===== config.mk =====
export PLATFORM = sky130hd
export DESIGN_NAME = config_cmd_decoder
export DESIGN_NICKNAME = d
export VERILOG_FILES = /design/src/rtl/config_cmd_decoder.sv
export SDC_FILE = /design/constraint.sdc
export NUM_CORES = 1
export LEC_CHECK = 0
export ABC_AREA = 1
export CAP_MARGIN = 30
export CORE_MARGIN = 4
export CORE_UTILIZATION = 45
export DETAILED_ROUTE_END_ITERATION = 16
export GPL_TIMING_DRIVEN = 1
export PLACE_DENSITY = 0.91
export SLEW_MARGIN = 5
export SYNTH_ARGS = -nofsm -noshare
export SYNTH_HDL_FRONTEND = slang
export SYNTH_SLANG_ARGS = --single-unit
export TNS_END_PERCENT = 10

===== constraint.sdc =====
create_clock -name clk -period 1.76 [get_ports clk]
set_input_delay 0.352 -clock clk [delete_from_list [all_inputs] [get_ports clk]]
set_output_delay 0.352 -clock clk [all_outputs]
set_load 0.01 [all_outputs]

===== src/rtl/config_cmd_decoder.sv =====
// rtl/config_cmd_decoder.sv - UDP config command decoder: header/data words to register bus strobes and responses
// Optional build macro: CONFIG_WRITE_ACK_EN (emit a one-word acknowledge after every register write)
module config_cmd_decoder (
    input  logic        clk,
    input  logic        reset,
    input  logic        rx_ready,
    input  logic [31:0] rx_data,
    input  logic        tx_full,
    output logic        tx_wr,
    output logic [31:0] tx_data,
    output logic [15:0] address,
    output logic        wr,
    output logic        rd,
    output logic [31:0] dout,
    input  logic [31:0] din,
    output logic [7:0]  err_cnt
);

    localparam logic [3:0] OP_WRITE = 4'h1;
    localparam logic [3:0] OP_READ  = 4'h2;

    typedef enum logic [2:0] {
        IDLE,
        WR_DATA,
        RD_ISSUE,
        RD_WAIT,
        RESP_HDR,
        RESP_DATA
    } state_t;

    state_t      state;
    state_t      state_nxt;

    logic [3:0]  opcode_q;
    logic [11:0] tag_q;
    logic [15:0] addr_q;
    logic [31:0] dout_q;
    logic [31:0] rdata_q;
    logic        wr_q;
    logic [7:0]  err_q;

    logic        hdr_accept;
    logic        data_accept;
    logic        rdata_capture;
    logic        err_inc;
    logic        push;

    // State register; reset abandons whatever command is in flight
    always_ff @(posedge clk) begin
        if (reset) begin
            state <= IDLE;
        end else begin
            state <= state_nxt;
        end
    end

    // Next-state decode and per-state datapath enables
    always_comb begin
        state_nxt     = state;
        hdr_accept    = 1'b0;
        data_accept   = 1'b0;
        rdata_capture = 1'b0;
        err_inc       = 1'b0;
        push          = 1'b0;
        case (state)
            IDLE: begin
                if (rx_ready) begin
                    case (rx_data[31:28])
                        OP_WRITE: begin
                            hdr_accept = 1'b1;
                            state_nxt  = WR_DATA;
                        end
                        OP_READ: begin
                            hdr_accept = 1'b1;
                            state_nxt  = RD_ISSUE;
                        end
                        default: err_inc = 1'b1;
                    endcase
                end
            end
            WR_DATA: begin
                if (rx_ready) begin
                    data_accept = 1'b1;
`ifdef CONFIG_WRITE_ACK_EN
                    state_nxt   = RESP_HDR;
`else
                    state_nxt   = IDLE;
`endif
                end
            end
            RD_ISSUE: begin
                err_inc   = rx_ready;
                state_nxt = RD_WAIT;
            end
            RD_WAIT: begin
                err_inc       = rx_ready;
                rdata_capture = 1'b1;
                state_nxt     = RESP_HDR;
            end
            RESP_HDR: begin
                err_inc = rx_ready;
                if (!tx_full) begin
                    push      = 1'b1;
                    // a write acknowledge is header-only
                    state_nxt = (opcode_q == OP_WRITE) ? IDLE : RESP_DATA;
                end
            end
            RESP_DATA: begin
                err_inc = rx_ready;
                if (!tx_full) begin
                    push      = 1'b1;
                    state_nxt = IDLE;
                end
            end
            default: state_nxt = IDLE;
        endcase
    end

    // Command fields, write data, read data and the saturating error counter
    always_ff @(posedge clk) begin
        if (reset) begin
            opcode_q <= 4'h0;
            tag_q    <= 12'h000;
            addr_q   <= 16'h0000;
            dout_q   <= 32'h0;
            rdata_q  <= 32'h0;
            wr_q     <= 1'b0;
            err_q    <= 8'h00;
        end else begin
            wr_q <= data_accept;
            if (hdr_accept) begin
                opcode_q <= rx_data[31:28];
                tag_q    <= rx_data[27:16];
                addr_q   <= rx_data[15:0];
            end
            if (data_accept) begin
                dout_q <= rx_data;
            end
            if (rdata_capture) begin
                rdata_q <= din;
            end
            if (err_inc && (err_q != 8'hFF)) begin
                err_q <= err_q + 8'h01;
            end
        end
    end

    // Outputs are held at zero for every cycle reset is high, not just after the edge
    assign tx_wr   = push & ~reset;
    assign tx_data = reset                 ? 32'h0 :
                     (state == RESP_HDR)   ? {opcode_q, tag_q, addr_q} :
                     (state == RESP_DATA)  ? rdata_q : 32'h0;
    assign rd      = (state == RD_ISSUE) & ~reset;
    assign wr      = wr_q & ~reset;
    assign address = reset ? 16'h0000 : addr_q;
    assign dout    = reset ? 32'h0 : dout_q;
    assign err_cnt = reset ? 8'h00 : err_q;

endmodule


==> metrics.yaml <==
global_routing:
  grt_pass1_vias: 5073
  grt_pass1_wl_um: 24400
  grt_max_degree: 34
  met3_usage_pct: 4.67
  gr-usage-met2_pct: 39.5
  grt_remaining_overflow: 0
  busiest_layer: "met2"
  grt_usage_pct: 23.5
  grt_util_met1_pct: 30.6
  antenna_found_initial: 0
yosys:
  synth_area_per_cell_sq_um: 7.24
  ys_types: 27
  synth_cells: 672
  ys_ff_latch: 108
  syn_area_sq_um: 4870
  yosysSeqAreaShare_pct: 44.4
  yosysWarnings: 0
  synth_fp_nets: 742
clocking:
  cts_tree: "yes"
  postCtsHoldBufs: 0
  clockBufferDepth: 2
  insertion_delay_ns: 0.37
  ctsRootBufferMaster: "clkbuf_8"
  htreeDepth: 3
  clkTransAtPathRegs_ns: 0.11
  numCtsBuffers: 9
  clkSinkCount: 108
routing:
  routed_via_density: 5.10
  final_antenna_net_count: 0
  routed_wl_um: 15200
  avgRoutedWirePerCell_um: 15.0
  via_count: 5172
  dr.pass1.iters: 5
  remaining_drc_errors: 0
  first_iter_violations: 317
setup_path:
  end_kind: "output port"
  required_ns: 1.41
  crit_arrival_ns: 1.58
  critPathSlowestCell: "dfxtp_4"
  worstReg2RegStart: "state[1]"
  cp-startpoint: "state[1]"
  crit_family: "buffers and inverters"
  path_common_cell: "nand2_2"
  worstSetupStartpointType: "flip-flop"
  max_stage_delay_ns: 0.38
  crit_fanout: 6
  critPathKind: "flip-flop to output port"
  crit_buf_inv: 4
  crit_path_cell_trace: "nor2_4 -> nand2_2 -> clkinv_4 -> buf_8 -> buf_6 -> nand2_2 -> o21ai_2 -> buf_2"
floorplanning:
  die_w_um: 112
  initial_core_util_pct: 46.7
  die-height_um: 112
  dieArea_sq_um: 12500
  io_pins: 159
  core_sq_um: 10400
  std_cell_rows: 37
cells_and_area:
  num_antenna_cells: 0
  finalNetCount: 944
  fillCellCount: 860
  area_growth_pct: 49.2
  multi_input_comb_area_sq_um: 2370
  drive_gt1_share_pct: 22.3
  final_cells: 1015
  regArea_sq_um: 2180
  final_util_pct: 69.7
sta:
  slew_viol_final: 0
  rsz0062_at_grt: "yes"
  fmax_ghz: 0.518
  finalWorstSetupSlack_ns: -0.170
  finalClockSkew_ns: 0.0198
  finalCriticalPeriod_ns: 1.93
  fin_crit_sh_pct: 110
  maxSlewHeadroom_pct: 61.6
  tightest_slew_ns: 0.575
  hold_violations: 0
  finalSetupTns_ns: -3.65
  finalSetupViolCount: 32
power_and_ir_drop:
  power_density_nw_per_um2: 759
  p_total_mw: 5.51
  irDropWorstVdd_mv: 0.529
  p_leak_nw: 3.26
job:
  drv_cap: 0
place:
  place_hpwl_um: 10700
  place_congestion: 0.890
  place_worst_setup_slack_ns: -0.328
  place.port_buffers: 158
  dp_cells: 994
outcome:
  status: "finished with violations"
  violations: "setup timing"
worst_hold_path:
  min_path_type: "input pin to flip-flop"
  hp-start: "reset"
[cells in the final DEF (no fill, tap or decap), types with 14 or more instances in the layout]
cell             Yosys  final
nor2_1             177    167
dfxtp_1            108     99
nand2_1             86     76
buf_4                4     69
clkdlybuf4s50_1      0     66
inv_1               66     65
dlygate4sd2_1        0     49
o21ai_0             63     48
o22a_1              32     32
buf_2               18     32
nand3_1             27     26
a211oi_1            16     16
o21ai_1              2     15
a21oi_1             24     14
[final timing paths]
check	cells after the start	slack, ns	endpoint
setup / recovery	8	-0.17	tx_data[14]
hold / removal	3	0.36	addr_q[0]
setup reg to reg	8	0.09	state[2]
hold reg to reg	2	0.47	addr_q[15]
[routing by layer]
metal	share of wire (%)	vias up
met5	0	-
li1	-	2565
met2	47	190
met4	2.3	0
met1	44	2389
met3	5.9	28
[cell usage after synthesis]
master	instances	area, sq um
a211oi_1	16	120
a21oi_1	24	120
a21oi_2	1	8.76
buf_1	5	18.8
buf_2	18	90.1
buf_4	4	30.0
buf_6	4	45.0
clkbuf_1	12	45.0
dfxtp_1	108	2160
ha_1	2	25.0
inv_1	66	248
inv_2	3	11.3
nand2_1	86	323
nand2_2	1	6.26
nand2_4	3	33.8
nand3_1	27	135
nand4_4	1	21.3
nor2_1	177	664
nor2_4	4	45.0
nor3_1	5	25.0
nor3_4	2	32.5
nor3b_1	1	7.51
o21ai_0	63	315
o21ai_1	2	10.0
o22a_1	32	280
o32ai_1	2	17.5
xor2_1	3	26.3
[report_power, final]
part           switching, mW  total (mW)  leakage, nW  internal, mW
Clock                  0.938        1.54        0.103         0.598
Combinational          0.693        1.33         2.28         0.632
Sequential            0.0592        2.65        0.879          2.59
[cell families after synthesis]
family / after synthesis / synth area share (%)
XOR/XNOR: 3 / 0.540
buffers and inverters: 112 / 10.0
adder cells (fa/ha/maj): 2 / 0.514
AND/OR/NAND/NOR: 307 / 26.6
AO/OA/AOI/OAI: 140 / 17.9
flip-flops: 108 / 44.4
[through the flow]
step / hold slack, ns / cell area, sq um
2_1_floorplan: 0.437 / 4870
3_3_place_gp: 0.448 / 7050
3_5_place_dp: 0.453 / 7050
4_1_cts: 0.342 / 7230
5_1_grt: 0.353 / 7260
6_report: 0.360 / 7260
[tightest hold or removal path: stages]
cell and delay [ns]:
buf_4 0.14, buf_4 0.14, a211oi_1 0.05
[state kept, by name (all words and copies together), names as in the netlist]
register  cells
addr_q       16
dout_q       32
err_q         8
opcode_q      4
rdata_q      32
state         3
tag_q        12
wr_q          1
[final cells by class]
type	count	share of cell area [%]
multi-input combinational	452	32.6
inverter	69	3.64
clock buffer	10	1.90
clock inverter	6	0.861
timing repair buffer	234	28.6
tap	136	2.34
sequential	108	30.0
[repair_timing]
item	4_1_cts	5_1_grt
pin swaps	2	1
gates resized for setup	256	23
cloned	2	0
endpoints found under the hold margin	0	0
endpoints found under the setup margin	91	36
buffers inserted	2	1
Note: power is estimated with default switching activity, not from simulation.
